[config.mk]
export PLATFORM = sky130hd
export DESIGN_NAME = riscv_pipe_skid_register
export DESIGN_NICKNAME = d
export VERILOG_FILES = /design/src/rtl/riscv_pipe_skid_register.sv
export SDC_FILE = /design/constraint.sdc
export NUM_CORES = 1
export LEC_CHECK = 0
export ABC_AREA = 0
export ABC_CLOCK_PERIOD_IN_PS = 5900
export CORE_MARGIN = 5
export CORE_UTILIZATION = 54
export CTS_BUF_LIST = sky130_fd_sc_hd__clkbuf_8 sky130_fd_sc_hd__clkbuf_16
export DETAILED_ROUTE_END_ITERATION = 10
export GPL_ROUTABILITY_DRIVEN = 0
export PLACE_DENSITY = 0.87
export SYNTH_ARGS = -nofsm -noshare
export SYNTH_HDL_FRONTEND = slang
export SYNTH_SLANG_ARGS = --single-unit
export TNS_END_PERCENT = 5
[constraint.sdc]
create_clock -name i_clk -period 5.9 [get_ports i_clk]
set_clock_uncertainty 0.2 [all_clocks]
set_input_delay 0.885 -clock i_clk [delete_from_list [all_inputs] [get_ports i_clk]]
set_output_delay 0.885 -clock i_clk [all_outputs]
set_load 0.005 [all_outputs]
[src/rtl/riscv_pipe_skid_register.sv]
// Valid/ready pipeline stage register for the RV32I core. It carries a control bundle and a data bundle.
// The stage is built either as a two-entry skid buffer with a registered in_ready, or as a single register.
module riscv_pipe_skid_register #(
  parameter int unsigned           CTRL_WIDTH = 16,
  parameter int unsigned           DATA_WIDTH = 192,
  parameter logic [CTRL_WIDTH-1:0] CTRL_INIT  = '0,
  parameter logic [DATA_WIDTH-1:0] DATA_INIT  = '0,
  parameter bit                    SKID_EN    = 1'b1
) (
  input  logic                  i_clk,
  input  logic                  i_rstn,
  input  logic                  i_flush,
  input  logic                  i_in_valid,
  output logic                  o_in_ready,
  input  logic [CTRL_WIDTH-1:0] i_in_ctrl,
  input  logic [DATA_WIDTH-1:0] i_in_data,
  output logic                  o_out_valid,
  input  logic                  i_out_ready,
  output logic [CTRL_WIDTH-1:0] o_out_ctrl,
  output logic [DATA_WIDTH-1:0] o_out_data,
  output logic [1:0]            o_occupancy
);

  logic                  main_valid;
  logic [CTRL_WIDTH-1:0] main_ctrl;
  logic [DATA_WIDTH-1:0] main_data;
  logic                  in_fire;
  logic                  out_fire;

  assign in_fire     = i_in_valid & o_in_ready;
  assign out_fire    = main_valid & i_out_ready;
  assign o_out_valid = main_valid;
  assign o_out_ctrl  = main_valid ? main_ctrl : CTRL_INIT;
  assign o_out_data  = main_data;

  generate
    if (SKID_EN) begin : g_skid
      logic                  skid_valid;
      logic [CTRL_WIDTH-1:0] skid_ctrl;
      logic [DATA_WIDTH-1:0] skid_data;

      // in_ready comes straight from the skid_valid flop, so upstream never sees i_out_ready combinationally
      assign o_in_ready  = ~skid_valid;
      assign o_occupancy = {1'b0, main_valid} + {1'b0, skid_valid};

      always_ff @(posedge i_clk or negedge i_rstn) begin
        if (!i_rstn) begin
          main_valid <= 1'b0;
          main_ctrl  <= CTRL_INIT;
          main_data  <= DATA_INIT;
          skid_valid <= 1'b0;
          skid_ctrl  <= CTRL_INIT;
          skid_data  <= DATA_INIT;
        end else if (i_flush) begin
          main_valid <= 1'b0;
          skid_valid <= 1'b0;
          main_ctrl  <= CTRL_INIT;
          skid_ctrl  <= CTRL_INIT;
        end else if (skid_valid) begin
          if (out_fire) begin
            main_ctrl  <= skid_ctrl;
            main_data  <= skid_data;
            skid_valid <= 1'b0;
          end
        end else if (main_valid) begin
          if (in_fire && out_fire) begin
            main_ctrl <= i_in_ctrl;
            main_data <= i_in_data;
          end else if (in_fire) begin
            skid_ctrl  <= i_in_ctrl;
            skid_data  <= i_in_data;
            skid_valid <= 1'b1;
          end else if (out_fire) begin
            main_valid <= 1'b0;
          end
        end else if (in_fire) begin
          main_valid <= 1'b1;
          main_ctrl  <= i_in_ctrl;
          main_data  <= i_in_data;
        end
      end
    end else begin : g_single
      assign o_in_ready  = ~main_valid | i_out_ready;
      assign o_occupancy = {1'b0, main_valid};

      always_ff @(posedge i_clk or negedge i_rstn) begin
        if (!i_rstn) begin
          main_valid <= 1'b0;
          main_ctrl  <= CTRL_INIT;
          main_data  <= DATA_INIT;
        end else if (i_flush) begin
          main_valid <= 1'b0;
          main_ctrl  <= CTRL_INIT;
        end else if (in_fire) begin
          main_valid <= 1'b1;
          main_ctrl  <= i_in_ctrl;
          main_data  <= i_in_data;
        end else if (out_fire) begin
          main_valid <= 1'b0;
        end
      end
    end
  endgenerate

endmodule

==> results of run 1 <==
## where the power goes
| part | internal (mW) | switching [mW] | leakage, nW |
|---|---|---|---|
| Combinational | 1.16 | 0.789 | 3.74 |
| Clock | 1.48 | 1.07 | 0.706 |
| Sequential | 3.59 | 0.386 | 5.16 |
## cells by family (layout without fill, tap and decap cells)
family | count (synthesis) | count (layout) | share of synthesized area (%)
mux | 401 | 401 | 23.9
compound gates | 422 | 422 | 12.1
flops | 418 | 418 | 58.7
fa+ha+maj | 2 | 2 | 0.140
buf+inv | 121 | 509 | 3.08
simple gates | 76 | 76 | 2.05
other cells | 0 | 7 | 0
## through the flow
stage | setup WS (ps) | instance area [sq um] | hold WS, ps | utilization (%) | total power, mW
2_1_floorplan | 3400 | 17800 | 241 | - | 4.79
6_report | 2170 | 23600 | 267 | 72.6 | 8.48
5_1_grt | 1960 | 23600 | 283 | 72.6 | 8.93
3_3_place_gp | 2250 | 22300 | 253 | 68.5 | 5.84
3_5_place_dp | 2150 | 22300 | 259 | 68.5 | 5.97
4_1_cts | 2210 | 23600 | 273 | 72.5 | 8.56
## placed cells by master (no fill, tap or decap), drive strengths merged
| cell | count |
|---|---|
| nor2b | 3 |
| a211oi | 1 |
| clkbuf | 51 |
| nand2 | 49 |
| bufinv | 1 |
| nand3b | 1 |
| inv | 16 |
| nor3b | 2 |
| or2 | 1 |
| diode | 7 |
| mux2i | 208 |
| nand2b | 1 |
| and2 | 16 |
| nand3 | 1 |
| dfrtp | 418 |
| clkinv | 5 |
| clkdlybuf4s50 | 422 |
| and3b | 1 |
| o21ai | 384 |
| a21bo | 1 |
| nor2 | 1 |
| o31ai | 16 |
| buf | 14 |
| ha | 2 |
| mux2 | 193 |
| a21oi | 20 |
## routing by layer
| layer | share of wire (%) | GRT usage [%] | routed length (um) | up-vias |
|---|---|---|---|---|
| met2 | 49 | 41.7 | 23800 | 495 |
| met3 | 8.9 | 8.22 | 4330 | 121 |
| li1 | - | - | - | 5868 |
| met4 | 4.7 | 12.3 | 2280 | 2 |
| met1 | 37 | 31.5 | 18200 | 6624 |
| met5 | 0.014 | 0 | 7 | - |
## worst register-to-register path: stages (launching register included)
cell	delay (ps)
dfrtp_4	780
inv_1	230
ha_1	300
a21bo_2	280
a211oi_4	250
or2_4	800
buf_4	560
o21ai_0	200
## state kept, by name, summed over array words and instances (netlist names)
signal and flops:
g_skid.skid_data 192, o_out_valid 1, o_out_data 192, g_skid.skid_ctrl 16, main_ctrl 16, g_skid.skid_valid 1
## final cells by class
cell class	instances	area (sq um)	share of cell area, %
well taps	442	553	2.34
flip-flops and latches	418	10500	44.3
clock inverters	20	111	0.472
inverters	2	7.51	0.0318
multi-input cells	901	6840	29.0
diodes	7	17.5	0.0742
repair buffers	436	4420	18.7
clock buffers	51	1210	5.12
## final timing paths
| path | from | endpoint | slack (ps) | cells after the start |
|---|---|---|---|---|
| setup / recovery | g_skid.skid_valid | o_out_data[35] | 2170 | 7 |
| hold / removal | main_ctrl[2] | main_ctrl[2] | 270 | 2 |
| setup reg to reg | g_skid.skid_valid | o_out_data[35] | 2170 | 7 |
| hold reg to reg | main_ctrl[2] | main_ctrl[2] | 270 | 2 |
| max in group asynchronous | i_rstn | o_out_data[27] | 3960 | 2 |
| min in group asynchronous | i_rstn | g_skid.skid_data[179] | 310 | 1 |
==> flow_summary.toml, run 1 <==
[worst_setup_path]
cp-end-kind = "flip-flop"
path_cells = "inv_1, ha_1, a21bo_2, a211oi_4, or2_4, buf_4, o21ai_0"
path_buf_inv = 2
critPathRequiredTime_ps = 6080
cp-start-kind = "flip-flop"
path_max_fanout = 92
path_delay_family = "simple AND/OR/NAND/NOR gates"
slowest_delay_ps = 800
crit_slowest_cell = "or2_4"
worstSetupPathType = "reg2reg"
cp.arrival_ps = 3900

[global_routing]
antenna_found_initial = 6
grt_max_degree = 193
grt-ovfl-total = 0
grt_pass1_vias = 13700
grtUsageTotal_pct = 25.7
grt_pass1_wl_mm = 75.5

[die]
dieHeight_um = 192
ioPinCount = 425
die_area_sq_um = 36700
die_width_um = 192
core_sq_um = 32500
start_util_pct = 54.8
rows = 66

[final_layout]
fillers = 2165
finalNetCount = 2017
stdcell_count = 2277
drive_above_1_share_pct = 14.9
area_growth_pct = 32.5

[routing]
routed_via_density = 5.76
dr_total_vias = 13100
drtIter0Drc = 944
wire_per_inst_um = 21.3
postRouteAntennaNets = 0
drt_wl_total_mm = 48.6
post-route-drc-count = 0
drt_first_pass_iters = 5

[clock_tree]
cts.repair.resized = 0
cts_sinks = 418
clk_pin_slew_ps = 60
worstSkewPairLatency_ps = 530
cts_buffers = 43
htreeDepth = 2
ctsHoldBuffers = 0
clk_path_buf_depth = 3
cts_root_buf = "clkbuf_16"
cts_setup_buffers = 0
cts_tree = "built"

[sta]
setup_viol = 0
relSlewSlack_pct = 11.8
fmax_ghz = 0.268
worstMarginPinSlew_ps = 1320
rsz0062_at_grt = "false"
slew_viol_final = 0
layout_worst_path_cycle_share_pct = 63.1
finalCriticalPeriod_ps = 3730
setup_tns_ps = 0
hold_viol = 0

[yosys]
synth_common_cells = "dfrtp_1, o21ai_0, mux2i_1, mux2_2, clkbuf_1"
synth_top_area_share_pct = 58.7
netlist_area_sq_um = 17800
synth_nets = 1655
syn_inst = 1440
synth_most_common_cell = "dfrtp_1"
dominantRegCellSynth = "dfrtp_1"
synthArstFlopShare_pct = 100
synth_area_leaders = "dfrtp_1, mux2_2, mux2i_1, o21ai_0, clkbuf_1"
yosysTopAreaCell = "dfrtp_1"
synth.ff_latch_count = 418
synth_enable_flop_cells = 0
ys_types = 27
avgSynthCellArea_sq_um = 12.4
yosysWarnings = 0
ys_seq_area_share_pct = 58.7

[run_status]
status = "complete, no violations"

[worst_hold_path]
min_path_type = "reg2reg"

[pwr]
power_density_nw_per_um2 = 359
p_leak_nw = 9.60
ir_drop_uv = 286

[placement]
hpwl_mm = 30.6
portBuffers = 424
place_inst = 2199

[run]
cap_violations = 0
Power figures use the tool's default switching activity.
==> run 2: changes to the inputs <==
--- a/config.mk
+++ b/config.mk
@@ -6,13 +6,13 @@
 export NUM_CORES = 1
 export LEC_CHECK = 0
 export ABC_AREA = 0
-export ABC_CLOCK_PERIOD_IN_PS = 5900
+export ABC_CLOCK_PERIOD_IN_PS = 3450
 export CORE_MARGIN = 5
-export CORE_UTILIZATION = 54
+export CORE_UTILIZATION = 50
 export CTS_BUF_LIST = sky130_fd_sc_hd__clkbuf_8 sky130_fd_sc_hd__clkbuf_16
 export DETAILED_ROUTE_END_ITERATION = 10
 export GPL_ROUTABILITY_DRIVEN = 0
-export PLACE_DENSITY = 0.87
+export PLACE_DENSITY = 0.81
 export SYNTH_ARGS = -nofsm -noshare
 export SYNTH_HDL_FRONTEND = slang
 export SYNTH_SLANG_ARGS = --single-unit
==> constraint.sdc (replaced) <==
create_clock -name i_clk -period 3.45 [get_ports i_clk]
set_clock_uncertainty 0.2 [all_clocks]
set_input_delay 0.5175 -clock i_clk [delete_from_list [all_inputs] [get_ports i_clk]]
set_output_delay 0.5175 -clock i_clk [all_outputs]
set_load 0.005 [all_outputs]
==> run 2 against run 1 <==
- critical path depth down 4
- first-iteration DRC count fell by 31%
- hold slack lost 170 ps
- combinational power grew 72%
- die area grew 7.6%
- sequential share of layout area down 0.67 points
- register-to-register slack worse by 1500 ps
- flip-flop and latch count did not move
- core utilization down 4.8 points
- via count grew 1.4%
- sequential power up 71%
- critical endpoint is now o_occupancy[1]
- largest cell class unchanged
==> flow_summary.toml, run 2 (synthesized netlist as in run 1, its figures left out) <==
[run_status]
status = "complete, no violations"

[routing]
routed_via_density = 5.72
drtIter0Drc = 652
drt_wl_total_mm = 49.2
dr_total_vias = 13300
post-route-drc-count = 0
postRouteAntennaNets = 0
drt_first_pass_iters = 5
wire_per_inst_um = 21.2

[final_layout]
finalNetCount = 2033
area_growth_pct = 34.6
seqCellArea_sq_um = 10500
final_util_pct = 67.7
stdcell_count = 2322
multiInputGateArea_sq_um = 6840
final_cell_mix = "clkdlybuf4s50_1, dfrtp_1, o21ai_0"
layout_commonest_cell = "clkdlybuf4s50_1"
fillers = 2586
drive_above_1_share_pct = 16.2

[worst_setup_path]
path_delay_family = "buffers and inverters"
cp.arrival_ps = 2130
crit_slowest_cell = "clkdlybuf4s50_1"
cp-end-kind = "output port"
cp-start-kind = "flip-flop"
critPathRequiredTime_ps = 2730
path_max_fanout = 28
worstSetupPathType = "reg2out"
r2r_cells = 7
r2r-start = "g_skid.skid_valid"
slowest_delay_ps = 490
path_cells = "buf_4, ha_1, clkdlybuf4s50_1"
path_buf_inv = 2
cp.depth = 3
startpoint = "g_skid.skid_valid"

[placement]
portBuffers = 424
hpwl_mm = 31.4
place_inst = 2232

[sta]
fmax_ghz = 0.351
setup_tns_ps = 0
setup_viol = 0
rsz0062_at_grt = "false"
layout_worst_path_cycle_share_pct = 82.5
finalCriticalPeriod_ps = 2850
relSlewSlack_pct = 9.50
hold_viol = 0
slew_viol_final = 0
worstMarginPinSlew_ps = 1360

[clock_tree]
clk_pin_slew_ps = 60
htreeDepth = 2
cts_tree = "built"
cts_root_buf = "clkbuf_16"
ctsHoldBuffers = 1
cts_setup_buffers = 0
worstSkewPairLatency_ps = 550
clk_path_buf_depth = 3
cts_buffers = 44
cts_sinks = 418
cts.repair.resized = 0

[pwr]
ir_drop_uv = 432
power_density_nw_per_um2 = 618
p_leak_nw = 9.75

[die]
die_width_um = 199
ioPinCount = 425
dieHeight_um = 199
die_area_sq_um = 39500
start_util_pct = 50.3
core_sq_um = 35400
rows = 69

[global_routing]
grtUsageTotal_pct = 24.3
grt_pass1_wl_mm = 76.9
grt_pass1_vias = 13900
grt_max_degree = 193
antenna_found_initial = 11
grt-ovfl-total = 0

[worst_hold_path]
min_path_type = "in2reg"
worstHoldStart = "i_flush"
hold_depth = 3

[run]
cap_violations = 0
==> run 2: cell types whose count changed in the layout (fill, tap and decap cells not counted) <==
cell	change
clkinv_8	+1
dlygate4sd3_1	+1
diode_2	+4
buf_12	+7
clkbuf_16	+1
clkbuf_8	+2
clkinv_2	+5
clkinvlp_4	+2
buf_4	+7
bufinv_16	+1
inv_1	-6
clkinv_4	+1
==> run 2: metrics by stage <==
| step | cell area (sq um) | hold WS, ps | total power [mW] | setup slack (ps) |
|---|---|---|---|---|
| after floorplan | 17800 | 21.9 | 8.19 | 947 |
| after global placement | 22500 | 253 | 10.0 | 608 |
| after detailed placement | 22500 | 258 | 10.2 | 559 |
| after CTS | 23900 | 83.3 | 14.9 | 571 |
| after global routing | 24000 | 108 | 15.6 | 534 |
| final | 24000 | 97.9 | 14.8 | 604 |
==> run 2: metal layers <==
layer | track usage (%) | share of wire, % | vias to the layer above
met4 | 11.8 | 4.6 | 4
met2 | 38.4 | 48 | 463
li1 | - | - | 5923
met3 | 6.72 | 7.8 | 122
met5 | 0 | 0.051 | -
met1 | 31.2 | 39 | 6775
==> run 2: layout make-up <==
class / instances / area share, %
sequential: 418 / 43.6
antenna: 11 / 0.115
clock buffer: 54 / 5.26
inverter: 2 / 0.0313
tap: 461 / 2.41
clock inverter: 24 / 0.767
multi-input combinational: 901 / 28.5
timing repair buffer: 451 / 19.3
==> run 2: worst paths after layout <==
path	slack (ps)	end
min in group asynchronous	390	g_skid.skid_data[172]
hold / removal	100	g_skid.skid_valid
max in group asynchronous	1710	o_out_data[95]
hold reg to reg	270	main_ctrl[7]
setup / recovery	600	o_occupancy[1]
setup reg to reg	680	o_out_data[99]
==> run 2: power breakdown <==
part | total [mW] | internal, mW | switching, mW
Sequential | 6.79 | 6.15 | 0.647
Clock | 4.67 | 2.74 | 1.93
Combinational | 3.36 | 2.01 | 1.35
Total | 14.8 | 10.9 | 3.93
==> run 2: tightest hold or removal path, delay by kind of cell <==
kind	cells	cell delay, ps
AOI/OAI and AO/OA	1	70
buffers and inverters	1	90
and+or+nand+nor	1	130
==> run 3: changes to the inputs <==
--- a/config.mk
+++ b/config.mk
@@ -6,7 +6,7 @@
 export NUM_CORES = 1
 export LEC_CHECK = 0
 export ABC_AREA = 0
-export ABC_CLOCK_PERIOD_IN_PS = 3450
+export ABC_CLOCK_PERIOD_IN_PS = 2800
 export CORE_MARGIN = 5
 export CORE_UTILIZATION = 50
 export CTS_BUF_LIST = sky130_fd_sc_hd__clkbuf_8 sky130_fd_sc_hd__clkbuf_16
==> constraint.sdc (replaced) <==
create_clock -name i_clk -period 2.8 [get_ports i_clk]
set_clock_uncertainty 0.2 [all_clocks]
set_input_delay 0.42 -clock i_clk [delete_from_list [all_inputs] [get_ports i_clk]]
set_output_delay 0.42 -clock i_clk [all_outputs]
set_load 0.005 [all_outputs]
==> run 3 against run 2 <==
- sequential share of layout area is 0.24 points lower
- total power grew 24%
- setup slack worse by 400 ps
- count of clock-buffer cells in the layout increased by 1
- flip-flop and latch count unchanged
- via count down 0.54%
- critical path depth is 1 higher
- global-route usage decreased by 0.62 points
- wire length fell by 0.51%
- die area unchanged
- core utilization is 0.37 points higher
==> flow_summary.toml, run 3 (synthesized netlist as in run 1, its figures left out) <==
[worst_setup_path]
startpoint = "g_skid.skid_valid"
reg2reg_setup_slack_ps = 280
worstSetupPathType = "reg2out"
cp-end-kind = "output port"
cp.arrival_ps = 1970
critPathRequiredTime_ps = 2180
path_max_fanout = 3
cp-start-kind = "flip-flop"
worstReg2RegEnd = "o_out_data[117]"
r2r-start = "g_skid.skid_valid"
r2r_cells = 8

[sta]
setup_viol = 0
layout_worst_path_cycle_share_pct = 92.6
setup_tns_ps = 0
rsz0062_at_grt = "false"
finalCriticalPeriod_ps = 2590
relSlewSlack_pct = 26.7
worstMarginPinSlew_ps = 1100
layout_setup_ws_ps = 208
hold_viol = 0
slew_viol_final = 0
fmax_ghz = 0.386

[die]
die_area_sq_um = 39500
dieHeight_um = 199
die_width_um = 199
core_sq_um = 35400
start_util_pct = 50.3
rows = 69
ioPinCount = 425

[routing]
routed_via_density = 5.69
wire_per_inst_um = 21.1
postRouteAntennaNets = 0
drt_wl_total_mm = 49.0
drtIter0Drc = 663
drt_first_pass_iters = 5
dr_total_vias = 13200
post-route-drc-count = 0

[global_routing]
gr-max-usage-layer = "met2"
grt-ovfl-total = 0
grtUsageMet2_pct = 38.7
grt_max_degree = 227
grt_pass1_vias = 13800
met1_usage_pct = 30.3
grtUsageTotal_pct = 23.7
antenna_found_initial = 8
grt_pass1_wl_mm = 75.4
use_met3_pct = 6.61

[pwr]
p_leak_nw = 9.81
ir_drop_uv = 583
power_density_nw_per_um2 = 764

[final_layout]
finalNetCount = 2038
drive_above_1_share_pct = 16.1
layout_commonest_cell = "clkdlybuf4s50_1"
final_util_pct = 68.1
area_growth_pct = 35.3
final_cell_mix = "clkdlybuf4s50_1, dfrtp_1, o21ai_0"

[worst_hold_path]
worstHoldStart = "i_flush"
hold_path_end = "g_skid.skid_valid"
min_path_type = "in2reg"
hold_depth = 3

[clock_tree]
cts_tree = "built"
cts_setup_buffers = 0
htreeDepth = 2
clk_path_buf_depth = 3
cts_sinks = 418
cts_root_buf = "clkbuf_16"
worstSkewPairLatency_ps = 520
clk_pin_slew_ps = 50
cts_buffers = 44

[run_status]
status = "complete, no violations"

[placement]
place_ws_ps = 91.8
portBuffers = 424
hpwl_mm = 31.6

[run]
cap_violations = 0
[run 3: cell types whose count changed in the layout (fill, tap and decap cells not counted), sizes merged]
cell | before | now
bufinv | 2 | 5
clkinvlp | 2 | 1
clkinv | 12 | 4
clkbuf | 54 | 56
inv | 10 | 12
buf | 28 | 32
diode | 11 | 9
[run 3: worst max-delay path by stage]
stage | to | slack (ps) | cells past startpoint
6_report | o_occupancy[0] | 210 | 4
4_1_cts | o_occupancy[1] | 10 | 3
3_3_place_gp | g_skid.skid_data[88] | 120 | 5
5_1_grt | o_occupancy[0] | 150 | 4
3_5_place_dp | g_skid.skid_data[67] | 90 | 5
2_1_floorplan | o_out_data[0] | 300 | 11
[run 3: layer usage]
metal | routed length [um] | part of all wire [%]
met1 | 18800 | 38
met2 | 24100 | 49
met3 | 4010 | 8.2
met4 | 2060 | 4.2
met5 | 13 | 0.027
[run 3: repair_timing]
item | CTS | global route
hold buffers | 1 | 0
gates cloned | 0 | 1
hold endpoints to repair | 41 | 0
resized for setup | 1 | 0
setup endpoints to repair | 1 | 1
[run 3: power breakdown]
part / internal (mW) / switching, mW / leakage (nW)
sequential: 7.57 / 0.791 / 5.16
combinational: 2.49 / 1.65 / 3.89
clock: 3.62 / 2.30 / 0.766
[run 3: cell type report]
cell class | count | area [sq um]
fill | 2561 | 11300
sequential | 418 | 10500
multi-input combinational | 901 | 6840
timing repair buffer | 456 | 4720
clock buffer | 55 | 1260
tap | 461 | 577
clock inverter | 20 | 219
antenna | 9 | 22.5
inverter | 2 | 7.51
[run 3: metrics by stage]
stage	instances	instance area (sq um)	hold slack [ps]	total power, mW
finish	2322	24100	73.9	18.4
global route	2320	24100	65.9	19.4
CTS	2312	24100	52.6	18.6
detailed placement	2236	22600	189	12.6
global placement	2236	22600	181	12.4
floorplan	1440	17800	-75.6	10.1
[run 3: critical path, stage by stage (launching register included)]
cell and delay (ps):
dfrtp_4 510, inv_1 120, ha_1 230, inv_1 70
clkdlybuf4s50_1 520
